`src/rtl/lif_pkg.sv`:
```
// Shared types and helpers for the LIF neuron scheduler: FSM states,
// index-width sizing and the saturating adder used by the update datapath.
package lif_pkg;

  localparam int STATE_W_DEF = 8;

  typedef enum logic [1:0] {
    IDLE,
    SCAN,
    DONE
  } lif_state_e;

  function automatic int idx_width(input int n);
    return (n > 1) ? $clog2(n) : 1;
  endfunction

  // Adds in width+1 bits and clamps to 2^width-1; width may be 1..16.
  function automatic logic [15:0] sat_add(input logic [15:0] a,
                                          input logic [15:0] b,
                                          input int unsigned width);
    logic [16:0] s;
    logic [16:0] lim;
    s   = {1'b0, a} + {1'b0, b};
    lim = (17'd1 << width) - 17'd1;
    return (s > lim) ? lim[15:0] : s[15:0];
  endfunction

endpackage

```
`src/rtl/lif_scheduler_if.sv`:
```
// Control, current-write, monitor and spike-stream signals of lif_scheduler.
// master = the chip top-level / driver side, slave = the scheduler.
interface lif_scheduler_if #(
  parameter int IDX_W   = 2,
  parameter int STATE_W = 8
);
  logic               tick;
  logic               cur_wr;
  logic [IDX_W-1:0]   cur_addr;
  logic [STATE_W-1:0] cur_data;
  logic [IDX_W-1:0]   mon_sel;
  logic [STATE_W-1:0] mon_state;
  logic               busy;
  logic               tick_done;
  logic               spike_valid;
  logic [IDX_W-1:0]   spike_id;
  logic               spike_ready;
  logic               overflow;

  modport master (
    output tick, cur_wr, cur_addr, cur_data, mon_sel, spike_ready,
    input  mon_state, busy, tick_done, spike_valid, spike_id, overflow
  );

  modport slave (
    input  tick, cur_wr, cur_addr, cur_data, mon_sel, spike_ready,
    output mon_state, busy, tick_done, spike_valid, spike_id, overflow
  );
endinterface

```
`src/rtl/lif_spike_fifo.sv`:
```
// Spike-ID queue. A push into a full queue is kept only when a pop happens
// in the same cycle; otherwise it is dropped and the sticky overflow flag set.
module lif_spike_fifo
  import lif_pkg::*;
#(
  parameter int DEPTH = 4,
  parameter int WIDTH = 2
) (
  input  logic             clk,
  input  logic             rst,
  input  logic             push,
  input  logic [WIDTH-1:0] push_data,
  input  logic             pop_req,
  output logic [WIDTH-1:0] head,
  output logic             valid,
  output logic             overflow
);
  localparam int PTR_W = idx_width(DEPTH);
  localparam int CNT_W = PTR_W + 1;

  logic [WIDTH-1:0] mem [DEPTH];
  logic [PTR_W-1:0] wr_ptr;
  logic [PTR_W-1:0] rd_ptr;
  logic [CNT_W-1:0] count;
  logic             empty;
  logic             full;
  logic             pop;
  logic             accept;

  assign empty  = (count == '0);
  assign full   = (count == CNT_W'(DEPTH));
  assign pop    = pop_req && !empty;
  // Slot under rd_ptr is read out this cycle, so a full queue may overwrite it.
  assign accept = push && (!full || pop);

  assign head  = mem[rd_ptr];
  assign valid = !empty;

  // NOTE: the storage is reset so spike_id reads 0 out of reset; without that
  // requirement it could be left unreset and mapped to plain RAM.
  always_ff @(posedge clk or posedge rst) begin
    if (rst) begin
      for (int i = 0; i < DEPTH; i++) mem[i] <= '0;
      wr_ptr   <= '0;
      rd_ptr   <= '0;
      count    <= '0;
      overflow <= 1'b0;
    end else begin
      if (accept) begin
        mem[wr_ptr] <= push_data;
        wr_ptr      <= wr_ptr + 1'b1;
      end
      if (pop) rd_ptr <= rd_ptr + 1'b1;
      case ({accept, pop})
        2'b10:   count <= count + 1'b1;
        2'b01:   count <= count - 1'b1;
        default: count <= count;
      endcase
      if (push && !accept) overflow <= 1'b1;
    end
  end

endmodule

```
`src/rtl/lif_scheduler.sv`:
```
// Time-multiplexed leaky integrate-and-fire scheduler: one shared update per
// neuron per tick, spikes queued as neuron IDs. LIF_REFRACTORY_EN adds a
// 3-sweep refractory period after each spike.
module lif_scheduler
  import lif_pkg::*;
#(
  parameter int N_NEURONS  = 4,
  parameter int STATE_W    = STATE_W_DEF,
  parameter int THRESHOLD  = 200,
  parameter int LEAK_SHIFT = 2,
  parameter int FIFO_DEPTH = 4
) (
  input logic            clk,
  input logic            rst,
  lif_scheduler_if.slave bus
);
  localparam int IDX_W = idx_width(N_NEURONS);
  localparam logic [STATE_W:0]   THR  = (STATE_W+1)'(THRESHOLD);
  localparam logic [IDX_W-1:0]   LAST = IDX_W'(N_NEURONS - 1);

  lif_state_e         state;
  logic [IDX_W-1:0]   idx;
  logic               busy_q;
  logic               tick_done_q;
  logic [STATE_W-1:0] mon_q;

  logic [STATE_W-1:0] membrane [N_NEURONS];
  logic [STATE_W-1:0] current  [N_NEURONS];

  logic [STATE_W-1:0] m_cur;
  logic [STATE_W-1:0] leaked;
  logic [STATE_W-1:0] sum;
  logic               fire;

`ifdef LIF_REFRACTORY_EN
  logic [1:0] refr [N_NEURONS];
  logic       refr_active;
  assign refr_active = (refr[idx] != 2'd0);
`endif

  // NOTE: every output of this block gets a value before any condition, so
  // no path leaves one unassigned and no latch is inferred.
  always_comb begin
    m_cur  = membrane[idx];
    leaked = m_cur - (m_cur >> LEAK_SHIFT);
    sum    = STATE_W'(sat_add(16'(leaked), 16'(current[idx]), STATE_W));
    fire   = (state == SCAN) && ({1'b0, sum} >= THR);
`ifdef LIF_REFRACTORY_EN
    if (refr_active) fire = 1'b0;
`endif
  end

  // NOTE: state registers use non-blocking assignments so every register in
  // the block samples pre-edge values regardless of statement order.
  always_ff @(posedge clk or posedge rst) begin
    if (rst) begin
      state       <= IDLE;
      idx         <= '0;
      busy_q      <= 1'b0;
      tick_done_q <= 1'b0;
    end else begin
      case (state)
        IDLE: begin
          tick_done_q <= 1'b0;
          if (bus.tick) begin
            state  <= SCAN;
            idx    <= '0;
            busy_q <= 1'b1;
          end
        end
        SCAN: begin
          if (idx == LAST) begin
            state       <= DONE;
            tick_done_q <= 1'b1;
          end else begin
            idx <= idx + 1'b1;
          end
        end
        DONE: begin
          state       <= IDLE;
          busy_q      <= 1'b0;
          tick_done_q <= 1'b0;
        end
        default: state <= IDLE;
      endcase
    end
  end

  // Membranes and currents are architectural state cleared by reset.
  always_ff @(posedge clk or posedge rst) begin
    if (rst) begin
      for (int i = 0; i < N_NEURONS; i++) begin
        membrane[i] <= '0;
        current[i]  <= '0;
`ifdef LIF_REFRACTORY_EN
        refr[i]     <= 2'd0;
`endif
      end
      mon_q <= '0;
    end else begin
      // The update above already read the old current for this neuron.
      if (bus.cur_wr) current[bus.cur_addr] <= bus.cur_data;
      if (state == SCAN) begin
`ifdef LIF_REFRACTORY_EN
        if (refr_active) begin
          membrane[idx] <= '0;
          refr[idx]     <= refr[idx] - 2'd1;
        end else begin
          membrane[idx] <= fire ? '0 : sum;
          if (fire) refr[idx] <= 2'd3;
        end
`else
        membrane[idx] <= fire ? '0 : sum;
`endif
      end
      mon_q <= membrane[bus.mon_sel];
    end
  end

  lif_spike_fifo #(
    .DEPTH (FIFO_DEPTH),
    .WIDTH (IDX_W)
  ) u_fifo (
    .clk       (clk),
    .rst       (rst),
    .push      (fire),
    .push_data (idx),
    .pop_req   (bus.spike_ready),
    .head      (bus.spike_id),
    .valid     (bus.spike_valid),
    .overflow  (bus.overflow)
  );

  assign bus.busy      = busy_q;
  assign bus.tick_done = tick_done_q;
  assign bus.mon_state = mon_q;

endmodule

```
`src/flat_wrapper.sv`:
```
// flat-port wrapper written by rule: the top's interface ports become plain ports
module lif_scheduler_flat import lif_pkg::*;
#(
  parameter int N_NEURONS  = 4,
  parameter int STATE_W    = STATE_W_DEF,
  parameter int THRESHOLD  = 200,
  parameter int LEAK_SHIFT = 2,
  parameter int FIFO_DEPTH = 4
)
  (clk, rst, bus_tick, bus_cur_wr, bus_cur_addr, bus_cur_data, bus_mon_sel, bus_spike_ready, bus_mon_state, bus_busy, bus_tick_done, bus_spike_valid, bus_spike_id, bus_overflow);
  lif_scheduler_if #(.IDX_W((2)), .STATE_W(STATE_W)) bus_i ();
  input logic clk;
  input logic rst;
  input wire logic [$bits(bus_i.tick)-1:0] bus_tick;
  input wire logic [$bits(bus_i.cur_wr)-1:0] bus_cur_wr;
  input wire logic [$bits(bus_i.cur_addr)-1:0] bus_cur_addr;
  input wire logic [$bits(bus_i.cur_data)-1:0] bus_cur_data;
  input wire logic [$bits(bus_i.mon_sel)-1:0] bus_mon_sel;
  input wire logic [$bits(bus_i.spike_ready)-1:0] bus_spike_ready;
  output wire logic [$bits(bus_i.mon_state)-1:0] bus_mon_state;
  output wire logic [$bits(bus_i.busy)-1:0] bus_busy;
  output wire logic [$bits(bus_i.tick_done)-1:0] bus_tick_done;
  output wire logic [$bits(bus_i.spike_valid)-1:0] bus_spike_valid;
  output wire logic [$bits(bus_i.spike_id)-1:0] bus_spike_id;
  output wire logic [$bits(bus_i.overflow)-1:0] bus_overflow;
  assign bus_i.tick = bus_tick;
  assign bus_i.cur_wr = bus_cur_wr;
  assign bus_i.cur_addr = bus_cur_addr;
  assign bus_i.cur_data = bus_cur_data;
  assign bus_i.mon_sel = bus_mon_sel;
  assign bus_i.spike_ready = bus_spike_ready;
  assign bus_mon_state = bus_i.mon_state;
  assign bus_busy = bus_i.busy;
  assign bus_tick_done = bus_i.tick_done;
  assign bus_spike_valid = bus_i.spike_valid;
  assign bus_spike_id = bus_i.spike_id;
  assign bus_overflow = bus_i.overflow;
  lif_scheduler #(.N_NEURONS(N_NEURONS), .STATE_W(STATE_W), .THRESHOLD(THRESHOLD), .LEAK_SHIFT(LEAK_SHIFT), .FIFO_DEPTH(FIFO_DEPTH)) u_core (.clk(clk), .rst(rst), .bus(bus_i));
endmodule
```
`config.mk`:
```
export PLATFORM = sky130hd
export DESIGN_NAME = lif_scheduler_flat
export DESIGN_NICKNAME = d
export VERILOG_FILES = /design/src/rtl/lif_pkg.sv /design/src/rtl/lif_scheduler_if.sv /design/src/rtl/lif_spike_fifo.sv /design/src/rtl/lif_scheduler.sv /design/src/flat_wrapper.sv
export SDC_FILE = /design/constraint.sdc
export NUM_CORES = 1
export LEC_CHECK = 0
export CAP_MARGIN = 0
export CORE_MARGIN = 2
export CORE_UTILIZATION = 54
export DETAILED_ROUTE_END_ITERATION = 16
export PLACE_DENSITY = 0.76
export SYNTH_ARGS = -nofsm -noshare
export SYNTH_HDL_FRONTEND = slang
export SYNTH_SLANG_ARGS = --single-unit
```
`constraint.sdc`:
```
create_clock -name clk -period 5.75 [get_ports clk]
set_clock_uncertainty 0.2 [all_clocks]
set_input_delay 0.575 -clock clk [delete_from_list [all_inputs] [get_ports clk]]
set_output_delay 0.575 -clock clk [all_outputs]
set_load 0.005 [all_outputs]
```
==> flow_metrics.py <==
metrics = {
    "routing": {
        "firstDrtPassIters": 4,
        "wl_met2_mm": 5.12,
        "met3_length_um": 329,
        "routedWlPerCell_um": 18.0,
        "drt-total-wl_mm": 10.1,
        "drt-met1-wl_mm": 4.53,
        "drc": 0,
        "highest_layer": "met4",
        "vias_per_cell": 5.83,
        "final_antenna_net_count": 0,
        "initialDrtViolationCount": 153,
        "vias": 3272,
    },
    "sta": {
        "tightestPinTransition_ps": 722,
        "period_share": 0.923,
        "timing.hold.ws_ps": 276,
        "min_period_ps": 5310,
        "fin_tns_setup_ps": 0,
        "setup_viol": 0,
        "layout_setup_ws_ps": 443,
        "drv_slew": 0,
        "hold_violations": 0,
        "slew_headroom": 0.519,
        "max_clock_freq_mhz": 188,
    },
    "floorplan": {
        "die_h_um": 101,
        "pin_count": 31,
        "initial_core_util": 0.551,
        "die_w_um": 101,
        "dieArea_um2": 10100,
        "row_count": 35,
        "coreArea_um2": 9150,
    },
    "synthesis": {
        "synthCells": 408,
        "ys_seq_area_frac": 0.466,
        "yosysWarnings": 0,
        "syn-num-nets": 451,
        "synthTopCellsByArea": "dfrtp_1 (47%), mux4_2 (12%), mux2_2 (11%), ha_1 (5.7%), nand2_1 (2.9%)",
        "syn_area_um2": 5050,
        "synth.avg_cell_area_um2": 12.4,
        "async_reset_ff_frac": 1.00,
        "yosysUniqueCellTypes": 49,
        "synth_top_area_share": 0.466,
        "synth_edf_count": 0,
        "synth-main-ff-cell": "dfrtp_1",
        "synth_top_area_cell": "dfrtp_1",
        "ys_seq_elements": 94,
    },
    "cells_and_area": {
        "mostFrequentLayoutCell": "dfrtp_1",
        "drive_gt1_frac": 0.264,
        "multi_input_comb_area_um2": 2530,
        "finalNonFillerCells": 561,
        "final.fill_count": 702,
        "antenna_cells": 0,
        "final-seq-area_um2": 2350,
        "mostFrequentLayoutCells": "dfrtp_1 (93), mux2_2 (51), nand2_1 (39)",
        "nets": 488,
        "synthToLayoutAreaGrowth_pct": 13.0,
    },
    "clock_network": {
        "clockRootBuffer": "clkbuf_8",
        "clk_pin_slew_ps": 100,
        "cts_tree": "done",
        "clock_latency_ps": 370,
        "clk_path_buf_depth": 2,
        "htreeDepth": 3,
        "cts_buffers": 9,
        "cts_sinks": 94,
    },
    "global_routing": {
        "first_global_vias": 3399,
        "grt_max_degree": 60,
        "grt_util_all_layers": 0.223,
        "grt_pass1_wl_mm": 17.3,
        "grt.overflow.total": 0,
        "antenna_found_initial": 0,
    },
    "place": {
        "portBuffers": 30,
        "place_ws_ps": 178,
        "dp.cells": 541,
        "gp_congestion": 0.917,
        "hpwl_mm": 7.38,
    },
    "hold_path": {
        "hold_path_depth": 1,
        "hp-class": "reg2reg",
        "min_from": "u_core.u_fifo.overflow",
    },
    "setup_path": {
        "cp_num_buf_inv": 1,
        "crit_path_max_fanout": 5,
        "reg2reg_from": "u_core.idx[0]",
        "r2r_end": "u_core.u_fifo.count[1]",
        "cp_common_cell": "ha_1",
        "worst-path-stages": 21,
        "crit_type": "reg2reg",
        "cp_slowest_cell": "mux4_2",
        "r2r_cells": 21,
        "cp_data_required_time_ps": 5800,
        "worstSetupEndpoint": "u_core.u_fifo.count[1]",
        "worst_ep_arrival_time_ps": 5360,
        "crit_path_start": "u_core.idx[0]",
        "max_stage_delay_ps": 550,
        "worstSetupEndpointType": "flop",
        "startpoint_type": "flop",
        "cp_top_family": "compound AO/OA/AOI/OAI gates",
        "ff2ff_setup_slack_ps": 440,
        "crit_chain": "mux4_2, inv_1, ha_1, nor2b_1, o21ai_1, a21boi_0, o21ai_0, nand2b_1, a211oi_2, xnor2_1, ha_1, a21o_1, a31oi_2, a21boi_4, a311oi_2, and3_1, nor2_1, fa_1, or2_2, mux2i_1, nor4_2",
    },
    "flow_run": {
        "cap_violations": 0,
    },
    "status": {
        "status": "finished clean",
    },
}
worst min path at each step:
| stage | slack (ps) | end |
|---|---|---|
| floorplan | 250 | u_core.u_fifo.overflow |
| global placement | 240 | u_core.u_fifo.overflow |
| detailed placement | 260 | u_core.u_fifo.overflow |
| CTS | 280 | u_core.u_fifo.overflow |
| global route | 300 | u_core.u_fifo.overflow |
| finish | 280 | u_core.u_fifo.overflow |
timing repair:
action / CTS / global route
gates resized for setup: 0 / 6
setup buffers: 0 / 4
hold buffers: 0 / 0
endpoints found under the hold margin: 0 / 0
endpoints found under the setup margin: 0 / 2
sequential cells by signal, summed over array words and instances, names as in the netlist:
name,cells
u_core.u_fifo.mem,8
u_core.u_fifo.rd_ptr,2
u_core.idx,2
u_core.u_fifo.count,3
u_core.bus.mon_state,8
u_core.bus.tick_done,1
u_core.bus.busy,1
u_core.current,32
u_core.state,2
u_core.u_fifo.overflow,1
u_core.u_fifo.wr_ptr,2
u_core.membrane,32
cell type report:
cell class	count	share of cell area
clock buffers	10	0.0241
well taps	111	0.0244
inverters	23	0.0154
repair buffers	41	0.0691
clock inverters	6	0.00966
flip-flops and latches	94	0.413
multi-input cells	276	0.445
worst register-to-register path, delay by kind of cell (launching register included):
family / cells / cell delay (ps)
flip-flops: 1 / 460
AND/OR/NAND/NOR: 6 / 1030
XOR/XNOR: 1 / 160
AO/OA/AOI/OAI: 8 / 1510
buffers and inverters: 1 / 120
adder cells (fa/ha/maj): 3 / 990
multiplexers: 2 / 710
routing by layer:
layer,vias up,GRT usage
li1,1543,-
met1,1661,0.302
met2,54,0.367
met3,14,0.0444
met4,0,0.0685
met5,-,0
cell usage after synthesis (2+ instances only):
cell type   n
a21oi_1     9
a211oi_1    4
nand2b_1    4
mux4_2     26
nor2b_1     4
a31o_2      2
inv_1      23
o211ai_1    2
o21ai_1    12
xor2_1      6
o21ai_0    12
nor3b_1     2
fa_1        3
mux2i_1     3
nand2_1    39
o31ai_1     8
xnor2_1     7
nand4_1     3
ha_1       23
nor2_1     18
a21o_1      5
or2_2       2
dfrtp_1    94
nand3b_1    4
clkbuf_1    8
nor3_1      4
buf_1       4
mux2_2     51
nand3_1     6
cells by family (layout without fill, tap and decap cells):
group,Yosys count,after routing,synth area share
simple gates,92,92,0.0868
compound gates,65,65,0.0873
xor+xnor,13,13,0.0226
fa+ha+maj,26,26,0.0689
flops,94,94,0.466
buf+inv,38,80,0.0327
mux,80,80,0.236
stage by stage:
step	area, um^2	util
finish	5700	0.623
global route	5700	0.623
CTS	5650	0.618
detailed placement	5460	0.597
global placement	5460	0.597
floorplan	5060	-
Power is left out: the tool's default activity adds up to more than one toggle a clock period on the data nets, which glitch-free logic cannot reach.
